### src/rtl/fetch_pkg.sv
// Shared definitions for the fetch path: FSM encodings, instruction size,
// default reset vector and the modulo-2^32 next-instruction helper.
package fetch_pkg;

  localparam logic [31:0] INSN_BYTES         = 32'd4;
  localparam logic [31:0] DEFAULT_RESET_ADDR = 32'h0000_0000;

  typedef logic [1:0] state_t;

  localparam state_t ST_IDLE = 2'd0;
  localparam state_t ST_REQ  = 2'd1;
  localparam state_t ST_WAIT = 2'd2;
  localparam state_t ST_HOLD = 2'd3;

  // Wraps silently past 32'hFFFF_FFFC.
  function automatic logic [31:0] next_insn_addr(input logic [31:0] addr);
    return addr + INSN_BYTES;
  endfunction

endpackage

### src/rtl/pc_reg.sv
// Architectural program counter with its next-pc mux:
// reset / redirect load / sequential advance / hold.
module pc_reg
  import fetch_pkg::*;
#(
  parameter logic [31:0] RESET_ADDR = DEFAULT_RESET_ADDR
) (
  input  logic        clk,
  input  logic        rst,
  input  logic        load,
  input  logic [31:0] load_addr,
  input  logic        advance,
  output logic [31:0] pc
);

  logic [31:0] pc_d;
  logic [31:0] pc_q;

  always_comb begin
    pc_d = pc_q;
    if (load) begin
      pc_d = load_addr;
    end else if (advance) begin
      pc_d = next_insn_addr(pc_q);
    end
  end

  always_ff @(posedge clk) begin
    if (rst) begin
      pc_q <= RESET_ADDR;
    end else begin
      pc_q <= pc_d;
    end
  end

  assign pc = pc_q;

endmodule

### src/rtl/fetch_pc_unit.sv
// Instruction fetch sequencer: one outstanding request to instruction memory,
// returns each fetched word with its pc, and takes aligned redirects.
module fetch_pc_unit
  import fetch_pkg::*;
#(
  parameter logic [31:0] RESET_ADDR = DEFAULT_RESET_ADDR,
  parameter int          XLEN       = 32
) (
  input  logic            clk,
  input  logic            rst,
  input  logic            stall,
  input  logic            redirect_valid,
  input  logic [XLEN-1:0] redirect_addr,
  output logic            imem_req,
  output logic [XLEN-1:0] imem_addr,
  input  logic            imem_ready,
  input  logic            imem_rsp_valid,
  input  logic [XLEN-1:0] imem_rsp_data,
  output logic            inst_valid,
  output logic [XLEN-1:0] inst,
  output logic [XLEN-1:0] inst_pc,
  output logic [XLEN-1:0] pc_plus4,
  output logic            misalign_err
);

  state_t          state_d, state_q;
  logic            drop_d, drop_q;
  logic            inst_valid_d, inst_valid_q;
  logic [XLEN-1:0] inst_d, inst_q;
  logic [XLEN-1:0] inst_pc_d, inst_pc_q;
  logic            misalign_d, misalign_q;
  logic            redir_ok;
  logic            pc_advance;
  logic [31:0]     pc;

  assign redir_ok = redirect_valid && (redirect_addr[1:0] == 2'b00);

  pc_reg #(
    .RESET_ADDR(RESET_ADDR)
  ) u_pc_reg (
    .clk      (clk),
    .rst      (rst),
    .load     (redir_ok),
    .load_addr(redirect_addr),
    .advance  (pc_advance),
    .pc       (pc)
  );

  always_comb begin
    state_d      = state_q;
    drop_d       = drop_q;
    inst_d       = inst_q;
    inst_pc_d    = inst_pc_q;
    inst_valid_d = inst_valid_q && stall;
    misalign_d   = redirect_valid && (redirect_addr[1:0] != 2'b00);
    pc_advance   = 1'b0;
    if (redir_ok) begin
      inst_valid_d = 1'b0;
    end

    case (state_q)
      ST_IDLE: state_d = ST_REQ;
      ST_REQ: begin
        // A redirect racing an accepted request must discard that response.
        if (imem_ready) begin
          state_d = ST_WAIT;
          drop_d  = redir_ok;
        end
      end
      ST_WAIT: begin
        if (redir_ok) begin
          if (imem_rsp_valid) begin
            state_d = ST_REQ;
            drop_d  = 1'b0;
          end else begin
            drop_d = 1'b1;
          end
        end else if (imem_rsp_valid) begin
          if (drop_q) begin
            drop_d  = 1'b0;
            state_d = ST_REQ;
          end else begin
            inst_d       = imem_rsp_data;
            inst_pc_d    = pc;
            inst_valid_d = 1'b1;
            pc_advance   = 1'b1;
            state_d      = stall ? ST_HOLD : ST_REQ;
          end
        end
      end
      default: begin
        if (redir_ok || !stall) begin
          state_d = ST_REQ;
        end
      end
    endcase
  end

  always_ff @(posedge clk) begin
    if (rst) begin
      state_q      <= ST_IDLE;
      drop_q       <= 1'b0;
      inst_valid_q <= 1'b0;
      inst_q       <= '0;
      inst_pc_q    <= '0;
      misalign_q   <= 1'b0;
    end else begin
      state_q      <= state_d;
      drop_q       <= drop_d;
      inst_valid_q <= inst_valid_d;
      inst_q       <= inst_d;
      inst_pc_q    <= inst_pc_d;
      misalign_q   <= misalign_d;
    end
  end

  assign imem_req     = (state_q == ST_REQ);
  assign imem_addr    = pc;
  assign inst_valid   = inst_valid_q;
  assign inst         = inst_q;
  assign inst_pc      = inst_pc_q;
  assign pc_plus4     = next_insn_addr(inst_pc_q);
  assign misalign_err = misalign_q;

endmodule

### config.mk
export PLATFORM = sky130hd
export DESIGN_NAME = fetch_pc_unit
export DESIGN_NICKNAME = d
export VERILOG_FILES = /design/src/rtl/fetch_pkg.sv /design/src/rtl/pc_reg.sv /design/src/rtl/fetch_pc_unit.sv
export SDC_FILE = /design/constraint.sdc
export NUM_CORES = 1
export LEC_CHECK = 0
export ABC_AREA = 1
export CAP_MARGIN = 20
export CORE_UTILIZATION = 45
export CTS_BUF_LIST = sky130_fd_sc_hd__clkbuf_8
export CTS_CLUSTER_SIZE = 40
export DETAILED_ROUTE_END_ITERATION = 16
export HOLD_SLACK_MARGIN = 0.08
export MAX_ROUTING_LAYER = met4
export PLACE_DENSITY = 0.8
export SYNTH_ARGS = -nofsm -noshare
export SYNTH_HDL_FRONTEND = slang
export SYNTH_SLANG_ARGS = --single-unit
### constraint.sdc
create_clock -name clk -period 3.8 [get_ports clk]
set_input_delay 1.14 -clock clk [delete_from_list [all_inputs] [get_ports clk]]
set_output_delay 1.14 -clock clk [all_outputs]
set_load 0.02 [all_outputs]
# Word level (Yosys, flattened, before mapping)
# Index checks and enable logic that the tools add are counted.
# op_classes
add_sub_neg	2
n_eq_ne	5
n_mux	24
bitwise	2
n_reduce_logical	14
# op_table
cell	n
$add A32 B3 Y32 const B	2
$mux W32	2
$mux W2	7
$mux W1	13
$pmux W2 S3	1
$reduce_and A3 Y1	2
$reduce_bool A2 Y1	3
$logic_not A2 Y1	2
$reduce_and A4 Y1	1
$reduce_bool A4 Y1	1
$logic_and A1 B1 Y1	3
$ne A3 B3 Y1 const B	1
$eq A2 B1 Y1 const B	1
$eq A2 B2 Y1 const B	1
$ne A2 B1 Y1 const B	1
$ne A2 B2 Y1 const B	1
$not A1 Y1	2
$pmux W1 S2	1
$logic_not A1 Y1	1
$logic_or A1 B1 Y1	1
# word_totals
register_bits	101
inputBits	70
out_inout_bits	131
word_cells	54

# Logic depth before layout (Yosys ltp)
# Gate-level depths: netlist of run 1.
# logic_depth
ltp_word	7
ltp_mapped	14

# By module
# From an unflattened synthesis of run 1, not the netlist that was laid out.
# unflattened
hier_cells	821
hier_area_um2	5510.3
# by_module_without_submodules
mod	n_inst	cells_each	area_per_inst_um2	seq_area_each_um2
fetch_pc_unit	1	490	3403.3	1381.3
pc_reg	1	331	2107.0	640.6

# Least setup slack after synthesis of run 1
# OpenSTA, ideal clock, no wires.
# synth_path
path_type	reg2out
start	register inst_pc_q[3] (netlist: inst_pc[3])
end	output pc_plus4[22]
t_arrival_ns	1.713
t_required_ns	2.660
slack_ns	0.947
stages_incl_launch_ff	9
n_path_buf	0
cell_sequence	dfxtp_1 ha_1 nand2_1 inv_1 nand3_1 nor2_1 nand2_1 nor2_1 xor2_1
# synth_via
elab_chain_cells	1
# synth_lines
item	line_no	text
start, declared	fetch_pc_unit.sv:30	logic [XLEN-1:0] inst_pc_d, inst_pc_q;
start signal, assigned	fetch_pc_unit.sv:112	inst_pc_q <= inst_pc_d;
$add A32 B3 Y32	fetch_pkg.sv:17	return addr + INSN_BYTES;
end, declared	fetch_pc_unit.sv:22	output logic [XLEN-1:0] pc_plus4,
# Every way passes these cells.

# Worst setup path after layout of run 1
# layout_path
start	register inst_pc_q[2] (netlist: inst_pc[2])
end	output pc_plus4[28]
# Same word-level chain as after synthesis.

==> results of run 1 <==
[kinds of logic (layout without fill, tap and decap cells)]
kind of cell,after synthesis,in the layout,synth area share (%)
DFF,101,101,36.8
xor gates and xnor gates,31,31,4.94
adders and majority gates,5,5,1.14
buffers and inverters,132,323,10.4
AOI/OAI and AO/OA,130,130,12.8
and+or+nand+nor,436,436,34.0
[worst max-delay path, delay by kind of cell, from the launching register on]
kind	cells	cell delay (ps)
simple gates	6	730
fa+ha+maj	1	200
flops	1	410
buf+inv	3	750
[area by class of cell]
class	count	area (um2)	area share, %
timing repair buffer	210	2100	27.0
tap	143	179	2.30
clock inverter	6	56.3	0.725
multi-input combinational	602	2910	37.5
clock buffer	9	124	1.60
sequential	101	2030	26.1
inverter	98	370	4.77
[per-layer routing]
metal  vias to the layer above  track usage [%]  wire (um)
met5                         -                -          0
met4                         0             11.8        519
met3                        42             3.46        996
met2                       246             44.9       7790
met1                      2625             35.9       7780
li1                       3021                -          -
[power by group]
| part | internal [mW] | switching, mW |
|---|---|---|
| Combinational | 0.550 | 0.668 |
| Clock | 0.248 | 0.402 |
| Sequential | 1.20 | 0.144 |
| Total | 2.00 | 1.21 |
[final timing paths]
| check | start | end | slack, ps | depth (start not counted) |
|---|---|---|---|---|
| hold reg to reg | u_pc_reg.pc[1]$_SDFFE_PP0P_ | u_pc_reg.pc[1]$_SDFFE_PP0P_ | 470 | 2 |
| setup / recovery | inst_pc[2]$_SDFFE_PP0P_ | pc_plus4[28] | 210 | 10 |
| setup reg to reg | state_q[0]$_SDFFE_PP0P_ | u_pc_reg.pc[28]$_SDFFE_PP0P_ | 1780 | 11 |
| hold / removal | u_pc_reg.pc[1]$_SDFFE_PP0P_ | u_pc_reg.pc[1]$_SDFFE_PP0P_ | 470 | 2 |
[timing repair]
action,CTS,global route
setup endpoints to repair,0,6
resized for setup,0,8
buffers inserted,0,0
hold endpoints to repair,0,0
[placed cells by master, fill, tap and decap left out, drive strengths merged, types with 2 or more instances in the layout]
master	n
o21ai	76
nand3b	4
a211oi	15
nand3	55
buf	10
xnor2	4
dfxtp	101
ha	5
nor2	173
clkbuf	9
clkdlybuf4s50	197
nand2	176
clkinv	4
xor2	27
inv	100
nand4	6
a31oi	3
nor3	19
and2	2
a21oi	34
dlymetal6s2s	3
[Yosys cell counts (3+ instances only)]
cell / instances
nor2_1: 158
nand4_1: 6
buf_2: 9
xnor2_1: 4
xor2_1: 27
a211oi_1: 15
dfxtp_1: 101
nor2_2: 11
nor2_4: 4
nand2_2: 6
nand3_1: 53
buf_6: 5
ha_1: 5
nor3_1: 17
a31oi_1: 3
a21oi_1: 33
nand3b_1: 4
buf_4: 6
o21ai_0: 76
nand2_1: 169
inv_1: 94
clkbuf_1: 13
[stage by stage]
stage	instance area, um2	setup WS, ps
2_1_floorplan	5490	947
3_3_place_gp	7560	561
3_5_place_dp	7560	492
4_1_cts	7740	77.4
5_1_grt	7760	6.45
6_report	7760	210
==> flow_summary_export.csv, run 1 <==
group,metric,value,unit
timing,whs,468,ps
route,dr.pass1.iters,5,
timing,maxSlewViolCount,0,
timing,period_minus_slack,3590,ps
floorplanning,ios,201,
pwr,p_per_area,414,nW/um2
floorplanning,die_y,112,um
synth,syn-instance-count,835,
clock_network,cts_buffer_depth,2,
setup_path,crit_arrival,2450,ps
floorplanning,dieArea,12700,um2
clock_network,clkLatencyLatePin,370,ps
floorplanning,rows,39,
route,drt_iter0_markers,467,
floorplanning,initial_core_util,47.1,%
timing,finalClockSkew,18.3,ps
timing,setup_violations,0,
cells_and_area,fillers,1067,
clock_network,hold_buffers,0,
grt,grt.overflow.total,0,
timing,worst_slew_pin_slew,672,ps
grt,grt_max_degree,64,
floorplanning,core-area,11700,um2
synth,ys_seq_area_share,36.8,%
synth,synth_seq_cells,101,
clock_network,clock_sinks,101,
setup_path,critPathSlowestCell,"clkdlybuf4s50_1",
placement,post-dp-hpwl,13300,um
cells_and_area,drive_gt1_share,5.85,%
route,avgRoutedWirePerCell,14.6,um
synth,syn_nets,910,
floorplanning,die_w,112,um
clock_network,numCtsBuffers,9,
setup_path,critPathKind,"flip-flop to output port",
cells_and_area,fin_util,66.6,%
timing,max-slew-margin-rel,54.9,%
clock_network,cts_tree,"yes",
cells_and_area,instances_no_fill,1169,
placement,placedCellCount,1154,
timing,fin_setup_tns,0,ps
hold_path,hold_class,"flip-flop to flip-flop",
cells_and_area,insertedDiodeCount,0,
setup_path,required,2660,ps
setup_path,path_max_fanout,4,
setup_path,cp-start-kind,"flip-flop",
synth,ys.flop_type,"dfxtp_1",
pwr,leakage,2.98,nW
synth,syn_area,5490,um2
grt,grt_pass1_wl,27300,um
clock_network,clk_pin_slew_worst_paths,110,ps
synth,synth_edf_count,0,
route,vias,5934,
grt,groute.usage.overall,28.1,%
synth,synth_area_leaders,"dfxtp_1, nand2_1, nor2_1",
synth,yosysUniqueCellTypes,34,
synth,yosysWarnings,0,
synth,synthArstFlopShare,0,%
clock_network,cts-root-buf,"clkbuf_8",
setup_path,end_kind,"output port",
status,status,"finished clean",
cells_and_area,synthToLayoutAreaGrowth,41.3,%
pwr,p_total,3.21,mW
placement,gp_congestion,0.963,
setup_path,crit_path_frequent_cell,"nand2_1",
timing,hold_viol_final,0,
clock_network,htreeDepth,3,
timing,fmax,279,MHz
grt,antenna_found_initial,0,
grt,grt_pass1_vias,5468,
setup_path,max_stage_delay,600,ps
synth,avgSynthCellArea,6.58,um2
cells_and_area,nets,1097,
timing,rsz0062_at_grt,"no",
synth,synth_top_cell_by_area,"dfxtp_1",
route,viasPerCell,5.08,
setup_path,crit_chain,"ha_1 -> nand2_1 -> inv_1 -> nand2_1 -> inv_1 -> nand2_1 -> nor3_4 -> nand3_1 -> nand2_1 -> clkdlybuf4s50_1",
route,routed_wl,17100,um
run,cap_violations,0,
route,ant_nets,0,
synth,netlist.area_leader.share,36.8,%
placement,port_buffers,200,
timing,fin_crit_sh,94.5,%
route,drc_errors,0,
pwr,ir_worst_vdd,333,uV
(Power assumes the default switching activity.)
==> run 2: changes to the inputs <==
--- a/config.mk
+++ b/config.mk
@@ -6,6 +6,7 @@
 export NUM_CORES = 1
 export LEC_CHECK = 0
 export ABC_AREA = 1
+export ABC_CLOCK_PERIOD_IN_PS = 3800
 export CAP_MARGIN = 20
 export CORE_UTILIZATION = 45
 export CTS_BUF_LIST = sky130_fd_sc_hd__clkbuf_8
@@ -13,7 +14,7 @@
 export DETAILED_ROUTE_END_ITERATION = 16
 export HOLD_SLACK_MARGIN = 0.08
 export MAX_ROUTING_LAYER = met4
-export PLACE_DENSITY = 0.8
+export PLACE_DENSITY_LB_ADDON = 0.1
 export SYNTH_ARGS = -nofsm -noshare
 export SYNTH_HDL_FRONTEND = slang
 export SYNTH_SLANG_ARGS = --single-unit
==> flow_summary_export.csv, run 2 (synthesis results as in run 1) <==
group,metric,value,unit
clock_network,cts-root-buf,"clkbuf_8",
floorplanning,die_y,112,um
clock_network,clkLatencyLatePin,380,ps
clock_network,hold_buffers,0,
hold_path,hold_class,"flip-flop to flip-flop",
placement,gp_congestion,0.999,
grt,grt_pass1_wl,26700,um
setup_path,end_kind,"output port",
timing,setup_violations,0,
grt,grt_pass1_vias,5163,
setup_path,r2r_end,"inst[8]$_SDFFE_PP0P_",
clock_network,cts_buffer_depth,2,
setup_path,r2r_cells,9,
cells_and_area,final_common_cell,"clkdlybuf4s50_1",
grt,antenna_found_initial,0,
route,dr.pass1.iters,5,
floorplanning,ios,201,
cells_and_area,drive_gt1_share,5.46,%
hold_path,hold_path_startpoint,"u_pc_reg.pc[1]$_SDFFE_PP0P_",
clock_network,clock_sinks,101,
placement,dpl_cell_area,7560,um2
setup_path,crit_arrival,2470,ps
clock_network,ctsResizeCount,0,
floorplanning,initial_core_util,47.1,%
route,ant_nets,0,
setup_path,required,2660,ps
placement,post-dp-hpwl,12600,um
timing,max-slew-margin-rel,71.1,%
timing,fin_crit_sh,94.9,%
floorplanning,die_w,112,um
cells_and_area,post-route-cell-area,7790,um2
placement,port_buffers,200,
pwr,p_total,3.29,mW
status,status,"finished clean",
timing,rsz0062_at_grt,"no",
timing,hold_viol_final,0,
floorplanning,rows,39,
timing,worst_slew_pin_slew,433,ps
hold_path,holdPathStages,2,
clock_network,htreeDepth,3,
route,drc_errors,0,
clock_network,cts_tree,"yes",
setup_path,r2r_setup_slack,1730,ps
setup_path,crit_start,"inst_pc[2]$_SDFFE_PP0P_",
timing,maxSlewViolCount,0,
cells_and_area,nets,1095,
cells_and_area,layout_common_cells,"clkdlybuf4s50_1, nand2_1, nor2_1",
route,vias,5874,
timing,fin_setup_tns,0,ps
timing,whs,477,ps
setup_path,path_max_fanout,4,
setup_path,cp-start-kind,"flip-flop",
run,cap_violations,0,
hold_path,holdPathEnd,"u_pc_reg.pc[1]$_SDFFE_PP0P_",
cells_and_area,fillers,1109,
setup_path,r2r_start,"state_q[0]$_SDFFE_PP0P_",
grt,grt_max_degree,57,
route,viasPerCell,5.03,
cells_and_area,synthToLayoutAreaGrowth,41.8,%
clock_network,postCtsSetupRepairBufs,0,
cells_and_area,insertedDiodeCount,0,
setup_path,critPathKind,"flip-flop to output port",
grt,grt.overflow.total,0,
pwr,ir_worst_vdd,274,uV
clock_network,clk_pin_slew_worst_paths,100,ps
grt,groute.usage.overall,27.5,%
pwr,leakage,2.98,nW
floorplanning,core-area,11700,um2
timing,fmax,277,MHz
cells_and_area,instances_no_fill,1168,
timing,finalClockSkew,16.2,ps
placement,placedCellCount,1152,
floorplanning,dieArea,12700,um2
route,drt_iter0_markers,485,
pwr,p_per_area,423,nW/um2
clock_network,numCtsBuffers,9,
timing,period_minus_slack,3610,ps
route,avgRoutedWirePerCell,14.1,um
route,routed_wl,16500,um
==> run 2: changes by cell type in the layout (fill, tap and decap cells not counted), sizes merged <==
| cell | previous run | this run |
|---|---|---|
| buf | 10 | 8 |
| bufinv | 0 | 1 |
| clkbuf | 9 | 10 |
| clkinv | 4 | 1 |
| clkinvlp | 0 | 2 |
==> run 2: stage by stage <==
| stage | utilization [%] | setup slack [ps] |
|---|---|---|
| 5_1_grt | 66.8 | 7.97 |
| 2_1_floorplan | - | 947 |
| 3_3_place_gp | 64.8 | 536 |
| 6_report | 66.8 | 195 |
| 3_5_place_dp | 64.8 | 471 |
| 4_1_cts | 66.7 | 27.8 |
==> run 2: layer usage <==
metal / track usage [%] / vias to the layer above / wire length [um]
met5: - / - / 0
met4: 8.62 / 0 / 237
met3: 4.37 / 20 / 1010
met2: 40.9 / 224 / 7310
met1: 38.2 / 2613 / 7900
li1: - / 3017 / -
==> run 2: layout make-up <==
class	count	area, um2	area share, %
clock buffers	10	138	1.77
multi-input cells	602	2910	37.3
well taps	143	179	2.30
clock inverters	6	76.3	0.980
inverters	98	370	4.76
flip-flops and latches	101	2020	26.0
repair buffers	208	2090	26.9
==> run 2: worst max path at each step <==
| stage | to | slack (ps) |
|---|---|---|
| finish | pc_plus4[26] | 190 |
| global placement | pc_plus4[24] | 540 |
| CTS | pc_plus4[22] | 30 |
| global route | pc_plus4[23] | 8 |
| detailed placement | pc_plus4[22] | 470 |
| floorplan | pc_plus4[22] | 950 |
==> run 2: worst max-delay path: stages (launching register included) <==
cell and delay, ps:
dfxtp_1 400, ha_1 180, nand2_1 50, inv_1 90
nand2_1 100, inv_1 70, nand2_1 140, nor3_2 250
xor2_1 180, clkdlybuf4s50_1 620
==> run 2: where the power goes <==
group | switching, mW | internal, mW
Clock | 0.407 | 0.334
Sequential | 0.140 | 1.20
Combinational | 0.661 | 0.550
Total | 1.21 | 2.08
==> run 3: changes to the inputs <==
--- a/config.mk
+++ b/config.mk
@@ -8,6 +8,7 @@
 export ABC_AREA = 1
 export ABC_CLOCK_PERIOD_IN_PS = 3800
 export CAP_MARGIN = 20
+export CORE_MARGIN = 8
 export CORE_UTILIZATION = 45
 export CTS_BUF_LIST = sky130_fd_sc_hd__clkbuf_8
 export CTS_CLUSTER_SIZE = 40
==> flow_summary_export.csv, run 3 (synthesis results as in run 1) <==
group,metric,value,unit
status,status,"finished clean",
setup_path,crit_start,"inst_pc[5]$_SDFFE_PP0P_",
setup_path,crit_arrival,2420,ps
route,drt_iter0_markers,579,
setup_path,r2r_cells,11,
grt,antenna_found_initial,0,
grt,grt_max_degree,65,
placement,post-dp-hpwl,14000,um
floorplanning,ios,201,
grt,grt_pass1_vias,5509,
hold_path,hold_class,"flip-flop to flip-flop",
route,routed_wl,18100,um
clock_network,cts_buffer_depth,2,
cells_and_area,final_common_cell,"clkdlybuf4s50_1",
grt,grt.overflow.total,0,
placement,port_buffers,200,
placement,placedCellCount,1154,
route,dr.pass1.iters,5,
pwr,ir_worst_vdd,272,uV
timing,worst_slew_pin_slew,423,ps
setup_path,r2r_start,"state_q[0]$_SDFFE_PP0P_",
cells_and_area,nets,1093,
pwr,p_per_area,429,nW/um2
grt,grt_pass1_wl,29000,um
timing,fin_setup_tns,0,ps
clock_network,numCtsBuffers,9,
setup_path,required,2660,ps
pwr,sw_frac_of_total,36.0,%
pwr,clkPwrFrac,23.4,%
setup_path,end_kind,"output port",
timing,maxSlewViolCount,0,
clock_network,cts-root-buf,"clkbuf_8",
pwr,power_frac_comb,36.7,%
setup_path,critPathCapture,"pc_plus4[23]",
floorplanning,dieArea,16000,um2
pwr,p_seq_share,39.9,%
setup_path,critPathKind,"flip-flop to output port",
timing,rsz0062_at_grt,"no",
clock_network,clkLatencyLatePin,390,ps
grt,groute.usage.overall,23.1,%
cells_and_area,layout_common_cells,"clkdlybuf4s50_1, nand2_1, nor2_1",
cells_and_area,drive_gt1_share,5.18,%
cells_and_area,insertedDiodeCount,0,
clock_network,htreeDepth,3,
floorplanning,die_w,126,um
pwr,p_int,2.15,mW
setup_path,path_max_fanout,5,
clock_network,clk_pin_slew_worst_paths,100,ps
route,viasPerCell,5.03,
setup_path,r2r_end,"u_pc_reg.pc[28]$_SDFFE_PP0P_",
timing,hold_viol_final,0,
setup_path,r2r_setup_slack,1750,ps
timing,setup_violations,0,
route,drc_errors,0,
placement,gp_congestion,0.910,
clock_network,cts_tree,"yes",
timing,whs,463,ps
route,vias,5883,
cells_and_area,instances_no_fill,1170,
route,ant_nets,0,
timing,period_minus_slack,3560,ps
floorplanning,core-area,12000,um2
timing,finalClockSkew,12.8,ps
floorplanning,die_y,126,um
pwr,leakage,3.03,nW
route,avgRoutedWirePerCell,15.4,um
cells_and_area,synthToLayoutAreaGrowth,42.5,%
placement,dpl_cell_area,7570,um2
floorplanning,rows,40,
cells_and_area,fin_util,65.4,%
clock_network,clock_sinks,101,
timing,fmax,281,MHz
timing,max-slew-margin-rel,71.8,%
run,cap_violations,0,
floorplanning,initial_core_util,45.9,%
pwr,p_sw,1.21,mW
setup_path,cp-start-kind,"flip-flop",
timing,fin_crit_sh,93.8,%
cells_and_area,post-route-cell-area,7830,um2
==> run 3: cell count changes in the layout (fill, tap and decap cells not counted), sizes merged <==
cell           delta
clkdlybuf4s50     -2
inv               +1
bufinv            +1
buf               -2
clkinvlp          -2
dlymetal6s2s      +2
==> run 3: routing by layer <==
layer  up-vias  wire (um)  GRT usage [%]
met2       214       8040           34.8
met3        15       1300           5.61
met4         0        238           6.37
met5         -          0              -
li1       3017          -              -
met1      2637       8480           30.1
==> run 3: through the flow <==
step           worst slack [ps]  total power, mW
4_1_cts                    82.4             3.39
3_5_place_dp                516             2.60
6_report                    236             3.36
3_3_place_gp                566             2.59
5_1_grt                    28.6             3.56
2_1_floorplan               947             2.03
==> run 3: cell type report <==
type	instances	area, um2
sequential	101	2020
tap	147	184
inverter	98	370
timing repair buffer	206	2110
multi-input combinational	602	2910
fill	1117	4140
clock inverter	6	92.6
clock buffer	10	138
==> run 3: what timing repair did <==
item,in CTS,in global routing
setup endpoints to repair,0,6
gates resized for setup,0,7
buffers inserted,0,0
hold buffers,0,0
==> run 3: power groups by stage <==
stage / clock network [mW] / registers, mW / logic [mW]
2_1_floorplan: 0 / 1.49 / 0.537
3_3_place_gp: 0 / 1.35 / 1.24
3_5_place_dp: 0 / 1.36 / 1.24
4_1_cts: 0.807 / 1.34 / 1.24
5_1_grt: 0.848 / 1.36 / 1.34
6_report: 0.786 / 1.34 / 1.23
==> run 3: worst min path at each step <==
stage	from	end	slack [ps]	cells past startpoint
floorplan	state_q[0]$_SDFFE_PP0P_	state_q[0]$_SDFFE_PP0P_	460	2
global placement	u_pc_reg.pc[1]$_SDFFE_PP0P_	u_pc_reg.pc[1]$_SDFFE_PP0P_	450	2
detailed placement	u_pc_reg.pc[1]$_SDFFE_PP0P_	u_pc_reg.pc[1]$_SDFFE_PP0P_	450	2
CTS	u_pc_reg.pc[1]$_SDFFE_PP0P_	u_pc_reg.pc[1]$_SDFFE_PP0P_	470	2
global route	inst_valid$_SDFF_PP0_	inst_valid$_SDFF_PP0_	500	2
finish	u_pc_reg.pc[1]$_SDFFE_PP0P_	u_pc_reg.pc[1]$_SDFFE_PP0P_	460	2
==> run 3: worst max-delay path, stage by stage, from the launching register on <==
cell and delay, ps:
dfxtp_1 440, nand2_2 120, nor2_2 210, nand2_2 110, nor2_2 140, nand3_2 110, nor2_2 110, xor2_1 150
clkdlybuf4s50_1 640
